[src/rtl/msi001_spi_sequencer_pkg.sv]
// Shared types and constants for the MSI001 SPI register-write sequencer.
// Optional SPI_LSB_FIRST_EN (used by msi001_spi_word_tx) flips the per-frame bit order.
package msi001_spi_sequencer_pkg;

    typedef enum logic [2:0] {
        ST_IDLE  = 3'd0,
        ST_SHIFT = 3'd1,
        ST_TAIL  = 3'd2,
        ST_GAP   = 3'd3,
        ST_FIN   = 3'd4
    } seq_state_t;

    // Default MSI001 register frames used at tuner bring-up.
    localparam logic [23:0] MSI001_FRAME_A = 24'hEBAEAB;
    localparam logic [23:0] MSI001_FRAME_B = 24'h09AFAB;

    // Number of words actually sent: requests beyond the table size send the whole table.
    function automatic int unsigned clamp_len(input int unsigned len, input int unsigned depth);
        return (len > depth) ? depth : len;
    endfunction

endpackage

[src/rtl/msi001_spi_word_tx.sv]
// Single-frame SPI serialiser: load accepted when idle, frame starts on the next cycle.
// Latency: en low for (2*DATA_W+1)*CLK_DIV cycles; no backpressure, load ignored while busy.
// SPI_LSB_FIRST_EN defined: bit 0 goes out first; otherwise MSB first.
module msi001_spi_word_tx
    import msi001_spi_sequencer_pkg::*;
#(
    parameter int DATA_W  = 24,
    parameter int CLK_DIV = 4
) (
    input  logic              clk,
    input  logic              rst,
    input  logic              load,
    input  logic              clr,
    input  logic [DATA_W-1:0] word,
    output logic              busy,
    output logic              tail,
    output logic              last,
    output logic              sdo,
    output logic              sclk,
    output logic              sen
);

    localparam int BW = $clog2(DATA_W + 1);
    localparam int DW = $clog2(CLK_DIV + 1);
    localparam logic [BW-1:0] BIT_LAST = BW'(DATA_W - 1);
    localparam logic [DW-1:0] DIV_LAST = DW'(CLK_DIV - 1);

    logic [DATA_W-1:0] sh;
    logic [DATA_W-1:0] sh_nxt;
    logic [BW-1:0]     bit_cnt;
    logic [DW-1:0]     div;
    logic              first_bit;
    logic              next_bit;
    logic              half_end;

`ifdef SPI_LSB_FIRST_EN
    assign sh_nxt    = sh >> 1;
    assign first_bit = word[0];
    assign next_bit  = sh_nxt[0];
`else
    assign sh_nxt    = sh << 1;
    assign first_bit = word[DATA_W-1];
    assign next_bit  = sh_nxt[DATA_W-1];
`endif

    assign half_end = (div == DIV_LAST);
    // Final tail cycle: lets the sequencer schedule the gap without losing a cycle.
    assign last     = busy && tail && half_end;

    always_ff @(posedge clk or posedge rst) begin
        if (rst) begin
            busy    <= 1'b0;
            tail    <= 1'b0;
            sdo     <= 1'b0;
            sclk    <= 1'b0;
            sen     <= 1'b1;
            sh      <= '0;
            bit_cnt <= '0;
            div     <= '0;
        end else if (!busy) begin
            if (load) begin
                busy    <= 1'b1;
                tail    <= 1'b0;
                sen     <= 1'b0;
                sclk    <= 1'b0;
                sh      <= word;
                sdo     <= first_bit;
                bit_cnt <= '0;
                div     <= '0;
            end else if (clr) begin
                sdo <= 1'b0;
            end
        end else begin
            div <= half_end ? '0 : div + DW'(1);
            if (half_end) begin
                if (tail) begin
                    tail <= 1'b0;
                    busy <= 1'b0;
                    sen  <= 1'b1;
                end else if (!sclk) begin
                    sclk <= 1'b1;
                end else begin
                    sclk <= 1'b0;
                    if (bit_cnt == BIT_LAST) begin
                        tail <= 1'b1;
                    end else begin
                        bit_cnt <= bit_cnt + BW'(1);
                        sh      <= sh_nxt;
                        sdo     <= next_bit;
                    end
                end
            end
        end
    end

endmodule

[src/rtl/msi001_spi_sequencer.sv]
// MSI001 SPI sequencer: table of DEPTH words sent as separate frames on start, done pulse at end.
// Latency: first frame en falls 2 cycles after start; gap of GAP_CYC en-high cycles between frames.
// Backpressure: start and cfg_we are ignored while busy. SPI_LSB_FIRST_EN selects LSB-first frames.
module msi001_spi_sequencer
    import msi001_spi_sequencer_pkg::*;
#(
    parameter  int DATA_W  = 24,
    parameter  int DEPTH   = 8,
    parameter  int CLK_DIV = 4,
    parameter  int GAP_CYC = 8,
    localparam int AW      = $clog2(DEPTH)
) (
    input  logic              clk,
    input  logic              rst,
    input  logic              cfg_we,
    input  logic [AW-1:0]     cfg_addr,
    input  logic [DATA_W-1:0] cfg_wdata,
    input  logic              start,
    input  logic [AW:0]       seq_len,
    output logic              busy,
    output logic              done,
    output logic [AW-1:0]     word_idx,
    output logic              spi_data_out,
    output logic              spi_clk_out,
    output logic              spi_en_out
);

    localparam int GW = $clog2(GAP_CYC + 1);
    localparam logic [GW-1:0] GAP_LAST = GW'(GAP_CYC - 1);
    // Exit GAP one cycle early when more words follow: the load cycle is itself en-high.
    localparam logic [GW-1:0] GAP_NXT  = GW'((GAP_CYC >= 2) ? GAP_CYC - 2 : 0);

    logic [DATA_W-1:0] tbl [DEPTH];
    seq_state_t        state;
    logic [AW-1:0]     last_idx;
    logic [GW-1:0]     gap_cnt;
    logic              more;
    logic              tx_load;
    logic              tx_clr;
    logic              tx_busy;
    logic              tx_tail;
    logic              tx_last;

    always_ff @(posedge clk) begin
        if (cfg_we && !busy) begin
            tbl[cfg_addr] <= cfg_wdata;
        end
    end

    assign more    = (word_idx != last_idx);
    assign tx_load = (state == ST_SHIFT) && !tx_busy;
    assign tx_clr  = (state == ST_FIN);

    always_ff @(posedge clk or posedge rst) begin
        if (rst) begin
            state    <= ST_IDLE;
            busy     <= 1'b0;
            done     <= 1'b0;
            word_idx <= '0;
            last_idx <= '0;
            gap_cnt  <= '0;
        end else begin
            done <= 1'b0;
            case (state)
                ST_IDLE: begin
                    if (start) begin
                        if (seq_len == '0) begin
                            done <= 1'b1;
                        end else begin
                            state    <= ST_SHIFT;
                            busy     <= 1'b1;
                            word_idx <= '0;
                            last_idx <= AW'(clamp_len(32'(seq_len), DEPTH) - 1);
                        end
                    end
                end
                ST_SHIFT, ST_TAIL: begin
                    if (tx_last) begin
                        gap_cnt <= '0;
                        if (more && GAP_CYC == 1) begin
                            state    <= ST_SHIFT;
                            word_idx <= word_idx + AW'(1);
                        end else begin
                            state <= ST_GAP;
                        end
                    end else if (tx_tail) begin
                        state <= ST_TAIL;
                    end
                end
                ST_GAP: begin
                    if (more && gap_cnt == GAP_NXT) begin
                        state    <= ST_SHIFT;
                        word_idx <= word_idx + AW'(1);
                    end else if (!more && gap_cnt == GAP_LAST) begin
                        state    <= ST_FIN;
                        busy     <= 1'b0;
                        done     <= 1'b1;
                        word_idx <= '0;
                    end else begin
                        gap_cnt <= gap_cnt + GW'(1);
                    end
                end
                ST_FIN: begin
                    state <= ST_IDLE;
                end
                default: begin
                    state <= ST_IDLE;
                end
            endcase
        end
    end

    msi001_spi_word_tx #(
        .DATA_W  (DATA_W),
        .CLK_DIV (CLK_DIV)
    ) u_word_tx (
        .clk  (clk),
        .rst  (rst),
        .load (tx_load),
        .clr  (tx_clr),
        .word (tbl[word_idx]),
        .busy (tx_busy),
        .tail (tx_tail),
        .last (tx_last),
        .sdo  (spi_data_out),
        .sclk (spi_clk_out),
        .sen  (spi_en_out)
    );

endmodule

[config.mk]
export PLATFORM = sky130hd
export DESIGN_NAME = msi001_spi_sequencer
export DESIGN_NICKNAME = d
export VERILOG_FILES = /design/src/rtl/msi001_spi_sequencer_pkg.sv /design/src/rtl/msi001_spi_word_tx.sv /design/src/rtl/msi001_spi_sequencer.sv
export SDC_FILE = /design/constraint.sdc
export NUM_CORES = 1
export LEC_CHECK = 0
export CAP_MARGIN = 15
export CORE_UTILIZATION = 30
export CTS_CLUSTER_SIZE = 24
export DETAILED_ROUTE_END_ITERATION = 7
export PLACE_DENSITY = 0.46
export SETUP_SLACK_MARGIN = 0.02
export SLEW_MARGIN = 20
export SYNTH_ARGS = -nofsm -noshare
export SYNTH_HDL_FRONTEND = slang
export SYNTH_SLANG_ARGS = --single-unit
[constraint.sdc]
create_clock -name clk -period 3.3 [get_ports clk]
set_input_delay 0.66 -clock clk [delete_from_list [all_inputs] [get_ports clk]]
set_output_delay 0.66 -clock clk [all_outputs]
set_load 0.05 [all_outputs]
==> results of run 1 <==
[cells in the mapped netlist (2+ instances only)]
cell        n  area [µm²]
buf_2      10        50.1
xor2_1      3        26.3
or4b_4      2        27.5
nand2b_1    8        50.1
buf_4       7        52.6
dfrtp_1    50        1250
o31ai_1     2        15.0
a22oi_1     2        15.0
nand3b_1    3        22.5
o21ai_0    28         140
nand3_1     6        30.0
or3b_2      2        17.5
nor2_1     82         308
nor3_1      4        20.0
nand2_2     2        12.5
and4b_1     2        20.0
o21a_1      2        15.0
a31oi_1     2        12.5
a21oi_1     9        45.0
xnor2_1     5        43.8
mux4_2     48        1080
mux2_2      2        22.5
mux2i_1    23         230
buf_6       3        33.8
a211oi_1    4        30.0
and3_1      2        12.5
nand2_1    44         165
o21ai_1    11        55.1
inv_1      12        45.0
edfxtp_1  192        5770
clkbuf_1    7        26.3
ha_1        6        75.1
[layout by cell type (no fill, tap or decap), types with 7 or more instances in the layout]
| cell type | instances |
|---|---|
| clkdlybuf4s50_1 | 42 |
| nand2b_1 | 8 |
| nand2_1 | 44 |
| o21ai_0 | 28 |
| edfxtp_1 | 192 |
| inv_1 | 11 |
| nor2_1 | 76 |
| mux2i_1 | 23 |
| dfrtp_1 | 47 |
| buf_4 | 18 |
| a21oi_1 | 9 |
| o21ai_1 | 11 |
| clkbuf_16 | 27 |
| mux4_2 | 48 |
| clkbuf_1 | 7 |
| clkinv_1 | 8 |
[sequential cells by signal, summed over array words and instances, names as in the netlist]
name / cells
u_word_tx.sclk: 1
last_idx: 3
done: 1
u_word_tx.bit_cnt: 5
u_word_tx.tail: 1
tbl: 192
gap_cnt: 4
busy: 1
state: 3
u_word_tx.busy: 1
u_word_tx.sh: 23
word_idx: 3
u_word_tx.div: 3
u_word_tx.sen: 1
u_word_tx.sdo: 1
[metal layers]
layer	share of wire	track usage
met1	0.45	0.172
met2	0.49	0.226
met3	0.034	0.0196
met4	0.022	0.0333
met5	0	0
[how the worst max path moves through the flow]
stage / start / endpoint / slack (ns) / depth (start not counted)
2_1_floorplan: cfg_addr[1] / tbl[0][0]$_DFFE_PP_ / 0.02 / 2
3_3_place_gp: cfg_we / tbl[4][8]$_DFFE_PP_ / 0.72 / 4
3_5_place_dp: cfg_we / tbl[4][8]$_DFFE_PP_ / 0.70 / 4
4_1_cts: word_idx[0]$_DFFE_PP0P_ / word_idx[0] / 0.39 / 1
5_1_grt: word_idx[0]$_DFFE_PP0P_ / word_idx[0] / 0.35 / 1
6_report: word_idx[0]$_DFFE_PP0P_ / word_idx[0] / 0.46 / 1
[final cells by class]
cell class / instances / area [µm²]
tap: 442 / 553
timing repair buffer: 61 / 576
sequential: 243 / 7050
inverter: 12 / 45.0
fill: 3070 / 20800
multi-input combinational: 320 / 2640
clock buffer: 34 / 702
clock inverter: 16 / 110
[stage by stage]
stage | utilization | power [mW] | cell area, µm² | worst slack, ns | hold WS [ns]
2_1_floorplan | - | 3.49 | 9870 | 0.0221 | 0.450
3_3_place_gp | 0.335 | 3.59 | 10900 | 0.719 | 0.448
3_5_place_dp | 0.335 | 3.60 | 10900 | 0.697 | 0.464
4_1_cts | 0.360 | 6.39 | 11700 | 0.388 | 0.431
5_1_grt | 0.360 | 6.51 | 11700 | 0.347 | 0.463
6_report | 0.360 | 6.30 | 11700 | 0.461 | 0.439
[where the power goes]
part,switching (mW),internal [mW]
combinational,0.0976,0.0661
sequential,0.0129,3.35
clock,1.18,1.58
total,1.29,5.00
[logic make-up (layout without fill, tap and decap cells)]
family | count (synthesis) | after routing | share of synthesized area
xor+xnor | 8 | 8 | 0.00710
compound gates | 66 | 66 | 0.0379
mux | 73 | 73 | 0.135
fa+ha+maj | 6 | 6 | 0.00760
flops | 243 | 243 | 0.713
simple gates | 167 | 167 | 0.0771
buf+inv | 41 | 123 | 0.0219
==> flow_summary_export.csv, run 1 <==
group,metric,value,unit
drt,dr.pass1.iters,4,
timing,worst_slew_pin_slew,0.710,ns
floorplan,pin_count,43,
grt,grt_pass1_vias,5629,
power,cellLeakagePower,4.23,nW
drt,drc_errors,0,
cts,post_cts_buffers,0,
grt,grt_pass1_wl,33400,µm
worst_setup_path,r2r_start,"word_idx[0]$_DFFE_PP0P_",
cells_and_area,antenna_cells,0,
cts,numCtsBuffers,27,
power,power_density,539,nW/µm²
timing,finalClockSkew,0.00654,ns
worst_setup_path,critPathMaxFanout,24,
cts,cts_max_level,1,
placed_design,numPortBuffers,42,
worst_setup_path,cp_slowest_cell,"clkdlybuf4s50_1",
cts,cts-resized-gates,0,
floorplan,dieArea,33600,µm²
worst_setup_path,path_delay_family,"buffers and inverters",
placed_design,gp_congestion,0.760,
worst_setup_path,r2r_slack,1.07,ns
job,drv_cap,0,
floorplan,dieHeight,183,µm
drt,drt_iter0_drc,322,
cells_and_area,drive_gt1_frac,0.182,
cts,numClockSinks,243,
worst_setup_path,timing.rr.end,"u_word_tx.sh[2]$_DFFE_PP0P_",
worst_setup_path,cp_cell_sequence,"clkdlybuf4s50_1",
floorplan,rows,66,
cells_and_area,final_nets,706,
cts,ctsHoldBuffers,0,
synthesis,ys_warn_count,0,
synthesis,synthesis.area_per_instance,16.3,µm²
placed_design,place_hpwl,12800,µm
timing,setup_violations,0,
timing,maxSlewViolCount,0,
timing,finalCriticalPeriod,2.84,ns
worst_setup_path,max_stage_delay,0.90,ns
synthesis,syn_area,9870,µm²
cts,cts_tree,"done",
worst_setup_path,crit_required,2.64,ns
floorplan,core-area,32500,µm²
cts,clk_latency,0.53,ns
grt,grt_util_all_layers,0.131,
synthesis,async_flop_share,0.210,
floorplan,die_x,183,µm
worst_setup_path,crit_arrival,2.18,ns
synthesis,synth-seq-area-share,0.713,
timing,hold_violations,0,
timing,fmax,352,MHz
placed_design,dp_cells,1078,
outcome,status,"finished, final reports clean",
worst_setup_path,r2r_cells,6,
timing,fin_setup_tns,0,ns
cells_and_area,fin_cells,1128,
timing,slew_headroom,0.526,
synthesis,synth_cells,604,
drt,ant_nets,0,
worst_setup_path,path_class,"reg2out",
grt,overflow,0,
drt,route.vias.total,5222,
synthesis,synth_seq_cells,243,
grt,grt_max_degree,50,
synthesis,syn-num-nets,645,
worst_setup_path,path_buf_inv,1,
cts,clkTransAtPathRegs,0.06,ns
synthesis,synth-edff-count,192,
worst_setup_path,startpoint_type,"register",
timing,period_share,0.860,
drt,wl,21100,µm
power,ir_worst_vdd,0.330,mV
hold_path,min_path_type,"in2async",
cells_and_area,syn2layout_area_growth,18.2,%
floorplan,start_util,0.304,
cts,cts_root_buffer,"clkbuf_16",
synthesis,synthFlopType,"edfxtp_1",
timing,rsz0062_at_grt,"false",
drt,drt-wirelength-per-cell,18.7,µm
cts,clock_path_buffers,3,
grt,antenna_found_initial,0,
drt,via_per_inst,4.63,
synthesis,yosysUniqueCellTypes,51,
worst_setup_path,endpoint_kind,"output port",
Note: power is estimated with default switching activity, not from simulation.
==> inputs of run 2 (changes only) <==
- PLACE_DENSITY: 0.46 -> 0.49
==> run 2 against run 1 <==
Against the previous run: setup slack lost 0.0099 ns; worst hold slack gained 0.018 ns; wire length shrank 8.0%; sequential share of layout area shrank 0.44 points; clock-buffer cell count grew 7; register-to-register slack lost 0.13 ns; cell count is the same; clock skew grew 0.012 ns; first-iteration DRC count shrank 9.0%; highest routed layer unchanged.
==> flow_summary_export.csv, run 2 (synthesized netlist as in run 1, its figures left out) <==
group,metric,value,unit
outcome,status,"finished, final reports clean",
cts,cts-resized-gates,0,
cells_and_area,largest_register_ffs,192,
floorplan,pin_count,43,
worst_setup_path,cp_slowest_cell,"clkdlybuf4s50_1",
floorplan,core-area,32500,µm²
placed_design,place_hpwl,12200,µm
cells_and_area,fillCellCount,3034,
floorplan,start_util,0.304,
cells_and_area,biggestRegsByFlops,"tbl: 192 flops, u_word_tx.sh: 23 flops, u_word_tx.bit_cnt: 5 flops",
job,drv_cap,0,
cells_and_area,top_register,"tbl",
power,cellLeakagePower,4.28,nW
cts,post_cts_buffers,0,
worst_setup_path,crit_required,2.64,ns
power,power_density,551,nW/µm²
grt,grt_util_all_layers,0.119,
placed_design,numPortBuffers,42,
cts,clkTransAtPathRegs,0.06,ns
cells_and_area,final_common_cell,"edfxtp_1",
drt,wl,19400,µm
drt,ant_nets,0,
timing,finalClockSkew,0.0188,ns
cts,cts_tree,"done",
floorplan,dieHeight,183,µm
cts,cts_root_buffer,"clkbuf_16",
worst_setup_path,r2r_slack,0.94,ns
worst_setup_path,max_stage_delay,0.91,ns
worst_setup_path,cp_cell_sequence,"clkdlybuf4s50_1",
drt,drc_errors,0,
cts,numClockSinks,243,
cells_and_area,final_nets,706,
cts,cts_max_level,1,
timing,finalCriticalPeriod,2.85,ns
cells_and_area,fin_util,0.362,
worst_setup_path,crit_arrival,2.19,ns
timing,slew_headroom,0.444,
timing,maxSlewViolCount,0,
cells_and_area,seqCellArea,7050,µm²
timing,setup_violations,0,
timing,fin_setup_tns,0,ns
grt,met1_usage,0.144,
worst_setup_path,path_class,"reg2out",
floorplan,rows,66,
hold_path,min_path_type,"reg2reg",
cts,clock_path_buffers,3,
drt,drt-wirelength-per-cell,17.2,µm
grt,grt_max_degree,50,
power,ir_worst_vdd,0.415,mV
worst_setup_path,r2r_start,"word_idx[0]$_DFFE_PP0P_",
drt,drt_iter0_drc,293,
cts,clk_latency,0.53,ns
grt,grt_most_used_layer,"met2",
cells_and_area,final_cell_mix,"edfxtp_1 (192), nor2_1 (76), mux4_2 (48), dfrtp_1 (47), nand2_1 (44)",
cells_and_area,multi_input_area,2640,µm²
worst_setup_path,critPathMaxFanout,26,
grt,antenna_found_initial,0,
grt,met2_usage,0.215,
worst_setup_path,path_delay_family,"buffers and inverters",
worst_setup_path,timing.rr.end,"u_word_tx.sh[14]$_DFFE_PP0P_",
worst_setup_path,r2r_cells,6,
placed_design,gp_congestion,0.763,
cts,numCtsBuffers,27,
hold_path,holdPathStages,2,
hold_path,hold_end,"u_word_tx.sen$_DFFE_PP1P_",
hold_path,min-delay-start,"u_word_tx.sen$_DFFE_PP1P_",
grt,overflow,0,
drt,dr.pass1.iters,4,
cells_and_area,drive_gt1_frac,0.191,
cells_and_area,antenna_cells,0,
floorplan,die_x,183,µm
drt,via_per_inst,4.60,
timing,period_share,0.863,
timing,fmax,351,MHz
cts,ctsHoldBuffers,0,
floorplan,dieArea,33600,µm²
power,power,6.48,mW
worst_setup_path,startpoint_type,"register",
timing,rsz0062_at_grt,"false",
grt,grt_pass1_vias,5521,
grt,grt_pass1_wl,30800,µm
grt,gr-usage-met3,0.0216,
drt,route.vias.total,5186,
worst_setup_path,path_buf_inv,1,
timing,hold_violations,0,
worst_setup_path,endpoint_kind,"output port",
timing,worst_slew_pin_slew,0.831,ns
cells_and_area,syn2layout_area_growth,19.1,%
[run 2: cell count changes in the layout (fill, tap and decap cells not counted)]
cell and delta:
clkbuf_8 +7, clkinv_4 +1, bufinv_16 +1, inv_16 -1
clkinv_2 -3, clkinv_1 -6, inv_6 +1
[run 2: metal layers]
metal  part of all wire  routed length, µm
met5                  0                  0
met4              0.021                401
met3              0.033                639
met2               0.51               9980
met1               0.43               8380
[run 2: stage by stage]
step | hold slack, ns | setup WS [ns] | area [µm²] | instances
CTS | 0.463 | 0.369 | 11800 | 1128
floorplan | 0.450 | 0.0221 | 9870 | 604
detailed placement | 0.454 | 0.733 | 10900 | 1078
global route | 0.499 | 0.323 | 11800 | 1128
global placement | 0.450 | 0.750 | 10900 | 1078
finish | 0.457 | 0.452 | 11800 | 1128
[run 2: where the power goes]
group / switching [mW] / leakage [nW] / internal, mW
Sequential: 0.0127 / 2.36 / 3.35
Combinational: 0.0933 / 1.47 / 0.0670
Clock: 1.14 / 0.443 / 1.82
Total: 1.24 / 4.28 / 5.24
[run 2: area by class of cell]
cell class / instances / area share
timing repair buffer: 61 / 0.0489
multi-input combinational: 320 / 0.224
sequential: 243 / 0.599
clock buffer: 41 / 0.0679
clock inverter: 9 / 0.00851
tap: 442 / 0.0470
inverter: 12 / 0.00383
[run 2: worst max-delay path by stage]
stage	endpoint	cells after the start	from
final	word_idx[0]	1	word_idx[0]$_DFFE_PP0P_
after global placement	tbl[4][12]$_DFFE_PP_	4	cfg_we
after CTS	word_idx[0]	1	word_idx[0]$_DFFE_PP0P_
after detailed placement	tbl[0][12]$_DFFE_PP_	4	cfg_we
after floorplan	tbl[0][0]$_DFFE_PP_	2	cfg_addr[1]
after global routing	word_idx[0]	1	word_idx[0]$_DFFE_PP0P_
==> inputs of run 3 (changes only) <==
- CTS_CLUSTER_SIZE: 24 -> not set
- SYNTH_HIERARCHICAL: not set -> 1
==> run 3 against run 2 <==
Against the previous run: clock power is essentially flat; clock-buffer cell count decreased by 8; core utilization fell by 0.17 points; critical endpoint unchanged; highest routed layer unchanged.
==> flow_summary_export.csv, run 3 <==
group,metric,value,unit
outcome,status,"finished, final reports clean",
timing,period_share,0.838,
cts,clkTransAtPathRegs,0.06,ns
worst_setup_path,startpoint_type,"register",
power,power,6.53,mW
drt,drc_errors,0,
floorplan,dieHeight,187,µm
timing,finalClockSkew,0.0125,ns
synthesis,synth_cells,565,
synthesis,yosysUniqueCellTypes,62,
timing,hold_violations,0,
timing,worst_slew_pin_slew,0.905,ns
placed_design,gp_congestion,0.758,
timing,setup_violations,0,
cells_and_area,final_nets,668,
synthesis,synth_top_cell_by_area,"edfxtp_1",
grt,grt_pass1_vias,5562,
cells_and_area,fillCellCount,3103,
hold_path,min_path_type,"reg2reg",
synthesis,synth_seq_cells,243,
synthesis,synthTopCellsByArea,"edfxtp_1 (56%), dfrtp_1 (12%), mux4_1 (8.7%)",
grt,grt_max_degree,29,
drt,via_per_inst,4.76,
timing,holdWs,0.496,ns
job,drv_cap,0,
floorplan,core-area,33600,µm²
timing,maxSlewViolCount,0,
synthesis,async_flop_share,0.210,
cts,numClockSinks,243,
synthesis,syn-num-nets,606,
synthesis,synthesis.area_per_instance,18.2,µm²
drt,dr.pass1.iters,4,
cts,numCtsBuffers,27,
synthesis,synth_top_area_share,0.562,
timing,fmax,361,MHz
synthesis,synthTopCellsByCount,"edfxtp_1 (192), dfrtp_1 (50), o21ai_1 (37)",
cts,cts-resized-gates,0,
cells_and_area,drive_gt1_frac,0.187,
worst_setup_path,crit_required,2.64,ns
worst_setup_path,max_stage_delay,0.90,ns
timing,finalCriticalPeriod,2.77,ns
grt,overflow,0,
drt,drt-wirelength-per-cell,18.9,µm
placed_design,numPortBuffers,42,
worst_setup_path,cp_cell_sequence,"clkdlybuf4s50_1",
cells_and_area,top_register,"tbl",
timing,rsz0062_at_grt,"false",
timing,slew_headroom,0.396,
cells_and_area,syn2layout_area_growth,18.2,%
synthesis,syn_area,10300,µm²
floorplan,pin_count,43,
placed_design,dp_cells,1046,
drt,wl,20700,µm
cts,post_cts_buffers,0,
synthesis,synth-edff-count,192,
cts,cts_root_buffer,"clkbuf_16",
floorplan,dieArea,34900,µm²
drt,drt_iter0_drc,320,
worst_setup_path,critPathMaxFanout,14,
cts,clk_latency,0.54,ns
cells_and_area,fin_cells,1095,
synthesis,synthFlopType,"edfxtp_1",
worst_setup_path,path_delay_family,"buffers and inverters",
worst_setup_path,path_buf_inv,1,
power,cellLeakagePower,4.44,nW
synthesis,ys_warn_count,6,
floorplan,die_x,187,µm
synthesis,yosysMostFrequentCell,"edfxtp_1",
cts,ctsHoldBuffers,0,
power,ir_worst_vdd,0.357,mV
cts,cts_tree,"done",
worst_setup_path,endpoint_kind,"output port",
drt,ant_nets,0,
synthesis,synth-seq-area-share,0.686,
worst_setup_path,crit_arrival,2.11,ns
cells_and_area,final_cell_mix,"edfxtp_1 (192), dfrtp_1 (47), clkdlybuf4s50_1 (42), o21ai_1 (37), mux4_1 (34)",
cells_and_area,biggestRegsByFlops,"tbl: 192 flops, u_word_tx/sh: 23 flops, u_word_tx/bit_cnt: 5 flops",
cts,cts_max_level,1,
worst_setup_path,cp_slowest_cell,"clkdlybuf4s50_1",
floorplan,rows,67,
cells_and_area,fin_area,12100,µm²
worst_setup_path,path_class,"reg2out",
grt,grt_util_all_layers,0.121,
cells_and_area,largest_register_ffs,192,
grt,grt_pass1_wl,32500,µm
floorplan,start_util,0.305,
placed_design,dpl_cell_area,11200,µm²
grt,antenna_found_initial,0,
drt,route.vias.total,5213,
power,power_density,538,nW/µm²
placed_design,place_hpwl,12900,µm
cts,clock_path_buffers,3,
timing,fin_setup_tns,0,ns
cells_and_area,antenna_cells,0,
cells_and_area,final_common_cell,"edfxtp_1",
==> run 3: worst paths after layout <==
path | from | endpoint | slack [ns] | cells past startpoint
min in group asynchronous | rst | state[2]$_DFFE_PP0P_ | 0.54 | 2
hold / removal | u_word_tx/div[1]$_DFFE_PP0P_ | u_word_tx/div[1]$_DFFE_PP0P_ | 0.50 | 1
max in group asynchronous | rst | u_word_tx/sh[20]$_DFFE_PP0P_ | 1.97 | 3
hold reg to reg | u_word_tx/div[1]$_DFFE_PP0P_ | u_word_tx/div[1]$_DFFE_PP0P_ | 0.50 | 1
setup / recovery | word_idx[0]$_DFFE_PP0P_ | word_idx[0] | 0.53 | 1
setup reg to reg | u_word_tx/busy$_DFF_PP0_ | u_word_tx/sh[6]$_DFFE_PP0P_ | 0.89 | 4
==> run 3: power breakdown <==
part | internal, mW | switching, mW
Clock | 1.82 | 1.17
Sequential | 3.35 | 0.0149
Combinational | 0.0735 | 0.0965
Total | 5.24 | 1.29
==> run 3: layout make-up <==
type,count,area [µm²],share of cell area
tap,448,561,0.0462
clock buffer,33,698,0.0576
clock inverter,16,188,0.0155
inverter,11,41.3,0.00341
timing repair buffer,63,591,0.0487
sequential,243,7050,0.581
multi-input combinational,281,3000,0.247
==> run 3: through the flow <==
| step | setup WS, ns | utilization |
|---|---|---|
| floorplan | 0.0216 | - |
| global placement | 0.739 | 0.334 |
| detailed placement | 0.734 | 0.334 |
| CTS | 0.487 | 0.361 |
| global route | 0.460 | 0.361 |
| finish | 0.533 | 0.361 |
==> run 3: kinds of logic after synthesis <==
kind of cell    synth area share
simple gates              0.0459
mux                        0.171
fa+ha+maj                0.00829
flops                      0.686
xor+xnor                 0.00976
compound gates            0.0552
buf+inv                   0.0237
==> run 3: routing by layer <==
layer  up-vias  wire length (µm)  global-route usage
li1       2412                 -                   -
met5         -                 0                   0
met1      2684              8720               0.146
met3        37               607              0.0197
met2        80             10700               0.217
met4         0               604              0.0413
